## src/rtl/johnson_decoder.sv

```systemverilog
// rtl/johnson_decoder.sv - 4-bit Johnson code decoder with sequence lock FSM and error/wrap counters
module johnson_decoder #(
  parameter int LOCK_CNT = 4,
  parameter int CNT_W    = 8
) (
  input  logic             clk,
  input  logic             n_rst,
  input  logic             in_valid,
  input  logic [3:0]       in_code,
  input  logic             clr_err,
  output logic [2:0]       dec_val,
  output logic             dec_vld,
  output logic             code_err,
  output logic             seq_err,
  output logic             locked,
  output logic [CNT_W-1:0] err_cnt,
  output logic [CNT_W-1:0] wrap_cnt
);

  typedef enum logic [1:0] {UNLOCK, ACQ, LOCKED} state_t;

  localparam logic [3:0] LOCK_CNT_L = 4'(LOCK_CNT);

  state_t     state, state_nx;
  logic [3:0] ref_code, ref_nx;
  logic [3:0] run, run_nx, run_inc;
  logic       in_legal;
  logic [2:0] in_idx, ref_idx, succ_idx;
  logic       is_succ;
  logic       code_err_nx, seq_err_nx, wrap_inc;

  always_comb begin
    in_legal = 1'b1;
    in_idx   = 3'd0;
    case (in_code)
      4'b0000: in_idx = 3'd0;
      4'b1000: in_idx = 3'd1;
      4'b1100: in_idx = 3'd2;
      4'b1110: in_idx = 3'd3;
      4'b1111: in_idx = 3'd4;
      4'b0111: in_idx = 3'd5;
      4'b0011: in_idx = 3'd6;
      4'b0001: in_idx = 3'd7;
      default: in_legal = 1'b0;
    endcase
  end

  // ref_code only ever holds legal codes, so no legality flag is needed here
  always_comb begin
    ref_idx = 3'd0;
    case (ref_code)
      4'b1000: ref_idx = 3'd1;
      4'b1100: ref_idx = 3'd2;
      4'b1110: ref_idx = 3'd3;
      4'b1111: ref_idx = 3'd4;
      4'b0111: ref_idx = 3'd5;
      4'b0011: ref_idx = 3'd6;
      4'b0001: ref_idx = 3'd7;
      default: ref_idx = 3'd0;
    endcase
  end

  assign succ_idx = ref_idx + 3'd1;
  assign is_succ  = (in_idx == succ_idx);
  assign run_inc  = run + 4'd1;

  always_comb begin
    state_nx    = state;
    ref_nx      = ref_code;
    run_nx      = run;
    code_err_nx = 1'b0;
    seq_err_nx  = 1'b0;
    wrap_inc    = 1'b0;
    if (in_valid) begin
      if (!in_legal) begin
        code_err_nx = 1'b1;
        state_nx    = UNLOCK;
        run_nx      = 4'd0;
      end else begin
        ref_nx = in_code;
        case (state)
          UNLOCK: begin
            state_nx = ACQ;
            run_nx   = 4'd0;
          end
          ACQ: begin
            if (is_succ) begin
              run_nx = run_inc;
              if (run_inc == LOCK_CNT_L) begin
                state_nx = LOCKED;
                wrap_inc = (ref_idx == 3'd7);
              end
            end else begin
              run_nx = 4'd0;
            end
          end
          LOCKED: begin
            if (is_succ) begin
              wrap_inc = (ref_idx == 3'd7);
            end else begin
              seq_err_nx = 1'b1;
              state_nx   = ACQ;
              run_nx     = 4'd0;
            end
          end
          default: begin
            state_nx = UNLOCK;
            run_nx   = 4'd0;
          end
        endcase
      end
    end
  end

  always_ff @(posedge clk or negedge n_rst) begin
    if (!n_rst) begin
      state    <= UNLOCK;
      ref_code <= 4'b0000;
      run      <= 4'd0;
      dec_val  <= 3'd0;
      dec_vld  <= 1'b0;
      code_err <= 1'b0;
      seq_err  <= 1'b0;
      locked   <= 1'b0;
      err_cnt  <= '0;
      wrap_cnt <= '0;
    end else begin
      state    <= state_nx;
      ref_code <= ref_nx;
      run      <= run_nx;
      dec_vld  <= in_valid && in_legal;
      code_err <= code_err_nx;
      seq_err  <= seq_err_nx;
      locked   <= (state_nx == LOCKED);
      if (in_valid && in_legal) begin
        dec_val <= in_idx;
      end
      if (clr_err) begin
        err_cnt <= '0;
      end else if ((code_err_nx || seq_err_nx) && (err_cnt != '1)) begin
        err_cnt <= err_cnt + CNT_W'(1);
      end
      if (wrap_inc) begin
        wrap_cnt <= wrap_cnt + CNT_W'(1);
      end
    end
  end

endmodule

```

## config.mk

```make
export PLATFORM = sky130hd
export DESIGN_NAME = johnson_decoder
export DESIGN_NICKNAME = d
export VERILOG_FILES = /design/src/rtl/johnson_decoder.sv
export SDC_FILE = /design/constraint.sdc
export NUM_CORES = 1
export LEC_CHECK = 0
export ABC_AREA = 1
export CORE_ASPECT_RATIO = 0.6
export CORE_UTILIZATION = 39
export CTS_CLUSTER_DIAMETER = 200
export DETAILED_ROUTE_END_ITERATION = 10
export DONT_BUFFER_PORTS = 1
export GPL_TIMING_DRIVEN = 0
export REMOVE_ABC_BUFFERS = 1
export SLEW_MARGIN = 10
export SYNTH_ARGS = -nofsm -noshare
export SYNTH_HDL_FRONTEND = slang
export SYNTH_SLANG_ARGS = --single-unit
```

## constraint.sdc

```tcl
create_clock -name clk -period 4.25 [get_ports clk]
set_input_delay 1.275 -clock clk [delete_from_list [all_inputs] [get_ports clk]]
set_output_delay 1.275 -clock clk [all_outputs]
set_load 0.01 [all_outputs]
```

==> out/qor.txt, run 1 <==
CTS
------------------------------------------------------------------------------------------
Post-CTS sizing                                                                          0
Clock edge transition at the registers on the reported setup and hold paths        0.07 ns
Num CTS Buffers                                                                          5
Hold buffers post-CTS                                                                    0
Maximum clock insertion buffer count                                                     2
Clock latency at the later pin of the worst-skew pair                              0.28 ns
Number of buffers inserted by post-CTS setup repair                                      0
Clock tree from TritonCTS                                                              yes
Count of H-tree levels built during CTS                                                  2
Sink Count                                                                              33
Root buf cell                                                                     clkbuf_8

DRT
------------------------------------------------------------------------------------------
Number of detailed-route iterations in the first pass                                    4
Average via count per standard cell                                                   4.70
Routed length per placed instance                                                  12.1 µm
Drt drc                                                                                  0
Count of vias placed by the detailed router                                          1,561
Iteration-0 DRC Markers                                                                 48
Antenna-violating nets left                                                              0
Detailed Route WL                                                                  4030 µm

GLOBAL ROUTING
------------------------------------------------------------------------------------------
Pin count of the biggest net entering global routing                                    34
Via count of the first global-routing pass                                           1,457
Tot GR Track Use                                                                     17.0%
Congestion Overflow GR                                                                   0
Global-route wire length before repair                                             7030 µm
Antenna violations before repair                                                         0

WORST SETUP PATH
------------------------------------------------------------------------------------------
Ordered list of cells on the worst path                                       inv_1 -> nand2_1 -> nand3_1 -> nand2_2 -> inv_2 -> nor2_4 -> nand3_2 -> nand2_2 -> nand2_4 -> nand2_4 -> nand2_1 -> nand2_1
Critical path arrival                                                              2.60 ns
Critical Path Max Stage Delay                                                      0.27 ns
Worst setup path startpoint                                                     in_code[1]
Required @ worst endpoint                                                          4.46 ns
Crit path buf inv count                                                                  2
Worst r2r dst                                                                 err_cnt[5]$_DFFE_PN0P_
Endpoint kind of the worst setup timing path                                      register
Critical path's slowest cell                                                        nor2_4
FF-to-FF path depth                                                                     13
Most used cell along the critical path                                             nand2_1
CP Depth                                                                                12
Element type at the critical path start                                       primary input
Slack of the worst reg-to-reg path                                                 2.02 ns
Critical path capture point                                                   err_cnt[5]$_DFFE_PN0P_
Critical path type                                                            primary input to register
CP max FO                                                                               13
Startpoint of the worst register-to-register path                             ref_code[0]$_DFFE_PN0P_
Worst path top cell family by delay                                           simple AND/OR/NAND/NOR gates

POWER AND IR DROP
------------------------------------------------------------------------------------------
Power density over the cells                                                    363 nW/µm²
Combinational fraction of design power                                               17.5%
P_int                                                                             0.570 mW
Clock network fraction of design power                                               38.1%
Reg power frac                                                                       44.4%
Proportion of total power due to net switching                                       28.5%
Net switching power figure                                                        0.227 mW
Worst vdd rail ir drop                                                            0.144 mV
Leakage power figure                                                               1.16 nW

CELLS AND AREA
------------------------------------------------------------------------------------------
Layout Nets                                                                            286
Fill cell count                                                                        481
Final design utilization                                                             46.2%
Layout overhead on the synthesized area                                              9.28%
Share of post-route cells with drive strength above 1                                11.2%
Antenna Cells                                                                            0

STA
------------------------------------------------------------------------------------------
Achievable Freq                                                                  0.419 GHz
Pin slew with the least headroom to its limit                                     0.332 ns
Worst slack on hold paths                                                         0.529 ns
Pins over their slew limit                                                               0
Count of final hold-check violations                                                     0
Worst rel slew slack                                                                 77.7%
Sum of negative setup slack                                                           0 ns
Clock Skews                                                                     0.00708 ns
Period Utilization, post-route                                                       56.1%
Post-layout minimum cycle time                                                     2.38 ns
Total of endpoints with negative setup slack in the final report                         0
Unrepaired setup endpoints after global routing                                         no

YOSYS
------------------------------------------------------------------------------------------
Most area-hungry cell type in the Yosys netlist                                    dfrtp_1
Area of the mapped netlist                                                        2010 µm²
Number of cells produced by synthesis                                                  263
Sequential fraction of the synthesis area                                            41.1%
Number of different library cells in the post-synthesis netlist                         30
Yosys warning total                                                                      0
Area share of the leading cell type in the synthesized netlist                       41.1%
Mapped Avg Cell Area                                                              7.64 µm²
Flops & latches, synth                                                                  33
Synth top area cells                                                          dfrtp_1, nand2_1, nand3_1

WORST HOLD PATH
------------------------------------------------------------------------------------------
Type of the worst min-delay path                                              register to register

FLOORPLANNING
------------------------------------------------------------------------------------------
Overall die width                                                                  94.6 µm
Boundary pin count                                                                      31
Initial core utilization                                                             42.2%
Floorplan die height                                                               57.6 µm
Core Region                                                                       4750 µm²
Standard-cell row count                                                                 19
Die footprint                                                                     5450 µm²

PLACEMENT
------------------------------------------------------------------------------------------
IO Port Bufs                                                                             0
Half-perimeter wire length after detailed placement                                3040 µm
GP Congestion                                                                        0.854

RUN
------------------------------------------------------------------------------------------
Max cap viols                                                                            0

RUN STATUS
------------------------------------------------------------------------------------------
Outcome                                                                       finished, final reports clean

==> kinds of logic after synthesis <==
logic type,Yosys count,share of synthesized area [%]
AOI/OAI and AO/OA,18,4.86
xor gates and xnor gates,12,5.23
adders and majority gates,10,6.23
buffers and inverters,38,7.23
DFF,33,41.1
and+or+nand+nor,152,35.3
==> routing by layer <==
layer  wire length, µm  track usage [%]
met2              1510             22.7
met4                25             3.46
met5                 0                0
met3               257             6.27
met1              2240             25.9
==> state kept, by name (all words and copies together), names as in the netlist <==
| register | cells |
|---|---|
| err_cnt | 8 |
| ref_code | 4 |
| wrap_cnt | 8 |
| dec_vld | 1 |
| dec_val | 3 |
| run | 4 |
| code_err | 1 |
| seq_err | 1 |
| state | 2 |
| locked | 1 |
==> metrics by stage <==
stage / instance area (µm²) / worst slack (ns) / cells / total power, mW
after floorplan: 2000 / 1.86 / 261 / 0.470
after global placement: 2080 / 1.59 / 324 / 0.498
after detailed placement: 2080 / 1.58 / 324 / 0.499
after CTS: 2190 / 1.87 / 332 / 0.810
after global routing: 2190 / 1.73 / 332 / 0.847
final: 2190 / 1.87 / 332 / 0.797
==> cell usage after synthesis <==
master / n
nor4_1: 1
xnor2_1: 4
clkbuf_1: 1
nand2_4: 3
xor2_1: 8
nand2_2: 5
o211ai_1: 1
nand3_1: 27
nor3b_1: 1
clkinv_2: 1
dfrtp_1: 33
nand4_1: 6
a31oi_1: 1
nor2_2: 1
nor2_1: 18
buf_2: 1
nand2_1: 82
nand4_4: 1
and3_1: 1
or2_2: 1
clkinv_1: 1
nor2_4: 2
inv_2: 7
o21ai_2: 1
inv_1: 27
o21ai_1: 1
o21ai_0: 14
nand3_2: 1
nor3_1: 2
ha_1: 10
==> cell usage in the layout, fill, tap and decap left out, types with 2 or more instances in the layout <==
cell type	synthesis	routed
nand4_1	6	6
nand2_1	82	82
nor2_4	2	2
nand2_4	3	3
o21ai_0	14	14
nand2_2	5	5
nor2_1	18	18
inv_1	27	27
xor2_1	8	8
dfrtp_1	33	33
clkbuf_8	0	6
nor3_1	2	2
inv_2	7	7
ha_1	10	10
nand3_1	27	27
xnor2_1	4	4
==> worst min-delay path: cells and delay by family (launching register included) <==
family | cells | cell delay (ns)
AO/OA/AOI/OAI | 1 | 0.06
flip-flops | 1 | 0.38
AND/OR/NAND/NOR | 1 | 0.06
==> how the worst min path moves through the flow <==
| stage | start | end | cells after the start |
|---|---|---|---|
| after floorplan | run[3]$_DFFE_PN0P_ | run[3]$_DFFE_PN0P_ | 2 |
| after global placement | run[3]$_DFFE_PN0P_ | run[3]$_DFFE_PN0P_ | 2 |
| after detailed placement | run[3]$_DFFE_PN0P_ | run[3]$_DFFE_PN0P_ | 2 |
| after CTS | run[3]$_DFFE_PN0P_ | run[3]$_DFFE_PN0P_ | 2 |
| after global routing | run[3]$_DFFE_PN0P_ | run[3]$_DFFE_PN0P_ | 2 |
| final | run[3]$_DFFE_PN0P_ | run[3]$_DFFE_PN0P_ | 2 |
==> layout make-up <==
type	count	area [µm²]	area share [%]
inverters	36	136	6.21
flip-flops and latches	33	826	37.6
clock inverters	1	30.0	1.37
multi-input cells	192	1040	47.3
clock buffers	7	86.3	3.93
well taps	63	78.8	3.59
==> power by group through the flow <==
stage | clock (mW) | combinational [mW] | sequential [mW]
floorplan | 0 | 0.115 | 0.355
global placement | 0 | 0.138 | 0.359
detailed placement | 0 | 0.140 | 0.360
CTS | 0.316 | 0.140 | 0.354
global route | 0.331 | 0.160 | 0.357
finish | 0.304 | 0.140 | 0.354
No activity file was read; power rests on OpenSTA's default activity.
==> inputs of run 2 (changes only) <==
==> constraint.sdc (replaced) <==
create_clock -name clk -period 2.4 [get_ports clk]
set_input_delay 0.72 -clock clk [delete_from_list [all_inputs] [get_ports clk]]
set_output_delay 0.72 -clock clk [all_outputs]
set_load 0.01 [all_outputs]
==> results of run 2 <==
Same layout as run 1 (identical final DEF). Status: finished, final reports clean.
Among the figures that moved: setup slack after placement 1.58 ns -> 0.164 ns; setup slack after layout 1.87 ns -> 0.165 ns; hold slack 0.529 ns -> 0.127 ns; start point of the critical path in_code[1] -> ref_code[0]$_DFFE_PN0P_; register-to-register setup slack 2.02 ns -> 0.17 ns; total power 0.797 mW -> 1.41 mW; worst IR drop on VDD 0.144 mV -> 0.254 mV
==> inputs of run 3 (changes only) <==
--- a/config.mk
+++ b/config.mk
@@ -7,11 +7,12 @@
 export LEC_CHECK = 0
 export ABC_AREA = 1
 export CORE_ASPECT_RATIO = 0.6
-export CORE_UTILIZATION = 39
+export CORE_UTILIZATION = 60
 export CTS_CLUSTER_DIAMETER = 200
 export DETAILED_ROUTE_END_ITERATION = 10
 export DONT_BUFFER_PORTS = 1
 export GPL_TIMING_DRIVEN = 0
+export PLACE_DENSITY = 0.76
 export REMOVE_ABC_BUFFERS = 1
 export SLEW_MARGIN = 10
 export SYNTH_ARGS = -nofsm -noshare
==> run 3 against run 2 <==
  * Final cell count decreased by 6.3%
  * Clock skew is 0.0046 ns lower
  * Clock power is 15% lower
  * Final area is 1.9% lower
  * First-iteration DRC count grew 120%
  * Global-route usage rose by 7.5 points
  * Combinational power up 2%
  * Die area decreased by 34%
  * Power down 5.3%
  * Via count grew 5.4%
  * Largest cell class unchanged
==> out/qor.txt, run 3 (same netlist as run 1, synthesis figures left out) <==
CELLS AND AREA
------------------------------------------------------------------------------------------
Antenna Cells                                                                            0   unchanged
Top flop regs                                                                 err_cnt: 8 flops, wrap_cnt: 8 flops
Post-route cell area                                                              2150 µm²   -1.9%
Fill cell count                                                                        265   -45%
Commonest non-fill, non-tap cell in the layout                                     nand2_1
Layout overhead on the synthesized area                                              7.23%
Layout Nets                                                                            286   unchanged
Most frequent cells in the layout                                             nand2_1, dfrtp_1, inv_1, nand3_1, nor2_1
Register area                                                                      826 µm²   unchanged
Multi-input gate area in the final layout                                         1040 µm²   unchanged
Share of post-route cells with drive strength above 1                                11.5%   +0.37 points

WORST SETUP PATH
------------------------------------------------------------------------------------------
FF-to-FF path depth                                                                     13   unchanged
Required @ worst endpoint                                                          2.57 ns
Ordered list of cells on the worst path                                       xnor2_1 -> nor2_4 -> ha_1 -> ha_1 -> nand4_1 -> nand2_2 -> nand3_1 -> nand3_2 -> nand2_2 -> nand2_4 -> nand2_4 -> nand2_1 -> nand2_1
CP max FO                                                                                9
Critical path capture point                                                   err_cnt[5]$_DFFE_PN0P_
Critical path's slowest cell                                                       dfrtp_1
Startpoint of the worst register-to-register path                             ref_code[3]$_DFFE_PN0P_
Element type at the critical path start                                           register
Critical Path Max Stage Delay                                                      0.42 ns
Slack of the worst reg-to-reg path                                                 0.16 ns
Endpoint kind of the worst setup timing path                                      register
Critical path type                                                            register to register
Critical path arrival                                                              2.41 ns
Worst r2r dst                                                                 err_cnt[5]$_DFFE_PN0P_
Worst setup path startpoint                                                   ref_code[3]$_DFFE_PN0P_

DRT
------------------------------------------------------------------------------------------
Antenna-violating nets left                                                              0   unchanged
Drt drc                                                                                  0   unchanged
Number of detailed-route iterations in the first pass                                    4   unchanged
Routed length per placed instance                                                  12.8 µm   +5.6%
Detailed Route WL                                                                  3980 µm   -1.1%
Iteration-0 DRC Markers                                                                105   +120%
Count of vias placed by the detailed router                                          1,645   +5.4%
Average via count per standard cell                                                   5.29   +12%

GLOBAL ROUTING
------------------------------------------------------------------------------------------
Global-route wire length before repair                                             6470 µm   -8.1%
Via count of the first global-routing pass                                           1,405   -3.6%
Met1 global-route usage                                                              36.0%   +10 points
Met2 demand-to-capacity share in global routing                                      33.8%   +11 points
Antenna violations before repair                                                         0   unchanged
Congestion Overflow GR                                                                   0   unchanged
Tot GR Track Use                                                                     24.5%   +7.5 points
Met3 Track Usage GR                                                                  8.35%   +2.1 points
Pin count of the biggest net entering global routing                                    34   unchanged
Most utilized layer in the global route result                                        met1

FLOORPLANNING
------------------------------------------------------------------------------------------
Core Region                                                                       3020 µm²   -36%
Die footprint                                                                     3590 µm²   -34%
Boundary pin count                                                                      31   unchanged
Initial core utilization                                                             66.5%   +24 points
Overall die width                                                                  76.7 µm   -19%
Floorplan die height                                                               46.8 µm   -19%
Standard-cell row count                                                                 15   -4

CTS
------------------------------------------------------------------------------------------
Root buf cell                                                                     clkbuf_8
Clock latency at the later pin of the worst-skew pair                              0.28 ns   about the same
Count of H-tree levels built during CTS                                                  2   unchanged
Clock edge transition at the registers on the reported setup and hold paths        0.07 ns   about the same
Clock tree from TritonCTS                                                              yes
Post-CTS sizing                                                                          0   unchanged
Maximum clock insertion buffer count                                                     2   unchanged
Num CTS Buffers                                                                          5   unchanged
Hold buffers post-CTS                                                                    0   unchanged
Sink Count                                                                              33   unchanged
Number of buffers inserted by post-CTS setup repair                                      0   unchanged

RUN
------------------------------------------------------------------------------------------
Max cap viols                                                                            0   unchanged

STA
------------------------------------------------------------------------------------------
Count of final hold-check violations                                                     0   unchanged
Pins over their slew limit                                                               0   unchanged
Achievable Freq                                                                  0.447 GHz
Post-layout minimum cycle time                                                     2.24 ns
Clock Skews                                                                     0.00246 ns   -0.00462 ns
Worst rel slew slack                                                                 78.0%   +0.30 points
Unrepaired setup endpoints after global routing                                         no
Pin slew with the least headroom to its limit                                     0.328 ns   -0.00342 ns
Period Utilization, post-route                                                       93.1%
Total of endpoints with negative setup slack in the final report                         0   unchanged
Sum of negative setup slack                                                           0 ns   unchanged

PLACEMENT
------------------------------------------------------------------------------------------
Area post-placement                                                               2050 µm²   -1.3%
Half-perimeter wire length after detailed placement                                2960 µm   -2.6%
IO Port Bufs                                                                             0   unchanged
GP Congestion                                                                        0.860   +0.66%

POWER AND IR DROP
------------------------------------------------------------------------------------------
P_int                                                                             0.931 mW
Worst vdd rail ir drop                                                            0.375 mV
Reg power frac                                                                       46.9%   +2.5 points
Clock network fraction of design power                                               34.3%   -3.8 points
Leakage power figure                                                               1.15 nW   -0.36%
Power density over the cells                                                    621 nW/µm²
Net switching power figure                                                        0.406 mW
Proportion of total power due to net switching                                       30.4%
Combinational fraction of design power                                               18.8%   +1.3 points

RUN STATUS
------------------------------------------------------------------------------------------
Outcome                                                                       finished, final reports clean

WORST HOLD PATH
------------------------------------------------------------------------------------------
Type of the worst min-delay path                                              primary input to asynchronous set/reset pin

## run 3: worst min-delay path by stage
stage	startpoint	endpoint	slack, ns	cells after the start
finish	n_rst	run[3]$_DFFE_PN0P_	0.13	0
global route	n_rst	err_cnt[2]$_DFFE_PN0P_	0.11	0
CTS	n_rst	err_cnt[2]$_DFFE_PN0P_	0.12	0
detailed placement	n_rst	ref_code[1]$_DFFE_PN0P_	0.43	0
global placement	n_rst	ref_code[1]$_DFFE_PN0P_	0.43	0
floorplan	n_rst	code_err$_DFF_PN0_	0.42	0
## run 3: layer usage
layer  vias to the layer above  part of all wire [%]
li1                        848                     -
met1                       748                    55
met2                        42                    38
met3                         7                   5.8
met4                         0                  0.98
met5                         -                     0
## run 3: area by class of cell
class / instances / area share, %
clock buffers: 7 / 4.47
flip-flops and latches: 33 / 38.3
inverters: 36 / 6.33
clock inverters: 1 / 0.232
multi-input cells: 192 / 48.2
well taps: 42 / 2.44
## run 3: critical path: cells and delay by family, from the launching register on
| kind | cells | cell delay [ns] |
|---|---|---|
| and+or+nand+nor | 10 | 0.96 |
| adders and majority gates | 2 | 0.49 |
| DFF | 1 | 0.42 |
| xor gates and xnor gates | 1 | 0.26 |
## run 3: power groups by stage
stage	clock network [mW]	logic, mW	registers (mW)
after global routing	0.489	0.283	0.631
after detailed placement	0	0.247	0.637
final	0.458	0.252	0.627
after floorplan	0	0.204	0.629
after CTS	0.471	0.250	0.627
after global placement	0	0.244	0.636
## run 3: through the flow
| stage | hold slack (ns) | instances | power, mW | worst slack, ns | utilization [%] |
|---|---|---|---|---|---|
| after floorplan | 0.424 | 261 | 0.833 | 0.396 | - |
| after global placement | 0.425 | 303 | 0.880 | 0.209 | 67.9 |
| after detailed placement | 0.425 | 303 | 0.884 | 0.172 | 67.9 |
| after CTS | 0.116 | 311 | 1.35 | 0.157 | 71.3 |
| after global routing | 0.109 | 311 | 1.40 | 0.0275 | 71.3 |
| final | 0.126 | 311 | 1.34 | 0.165 | 71.3 |
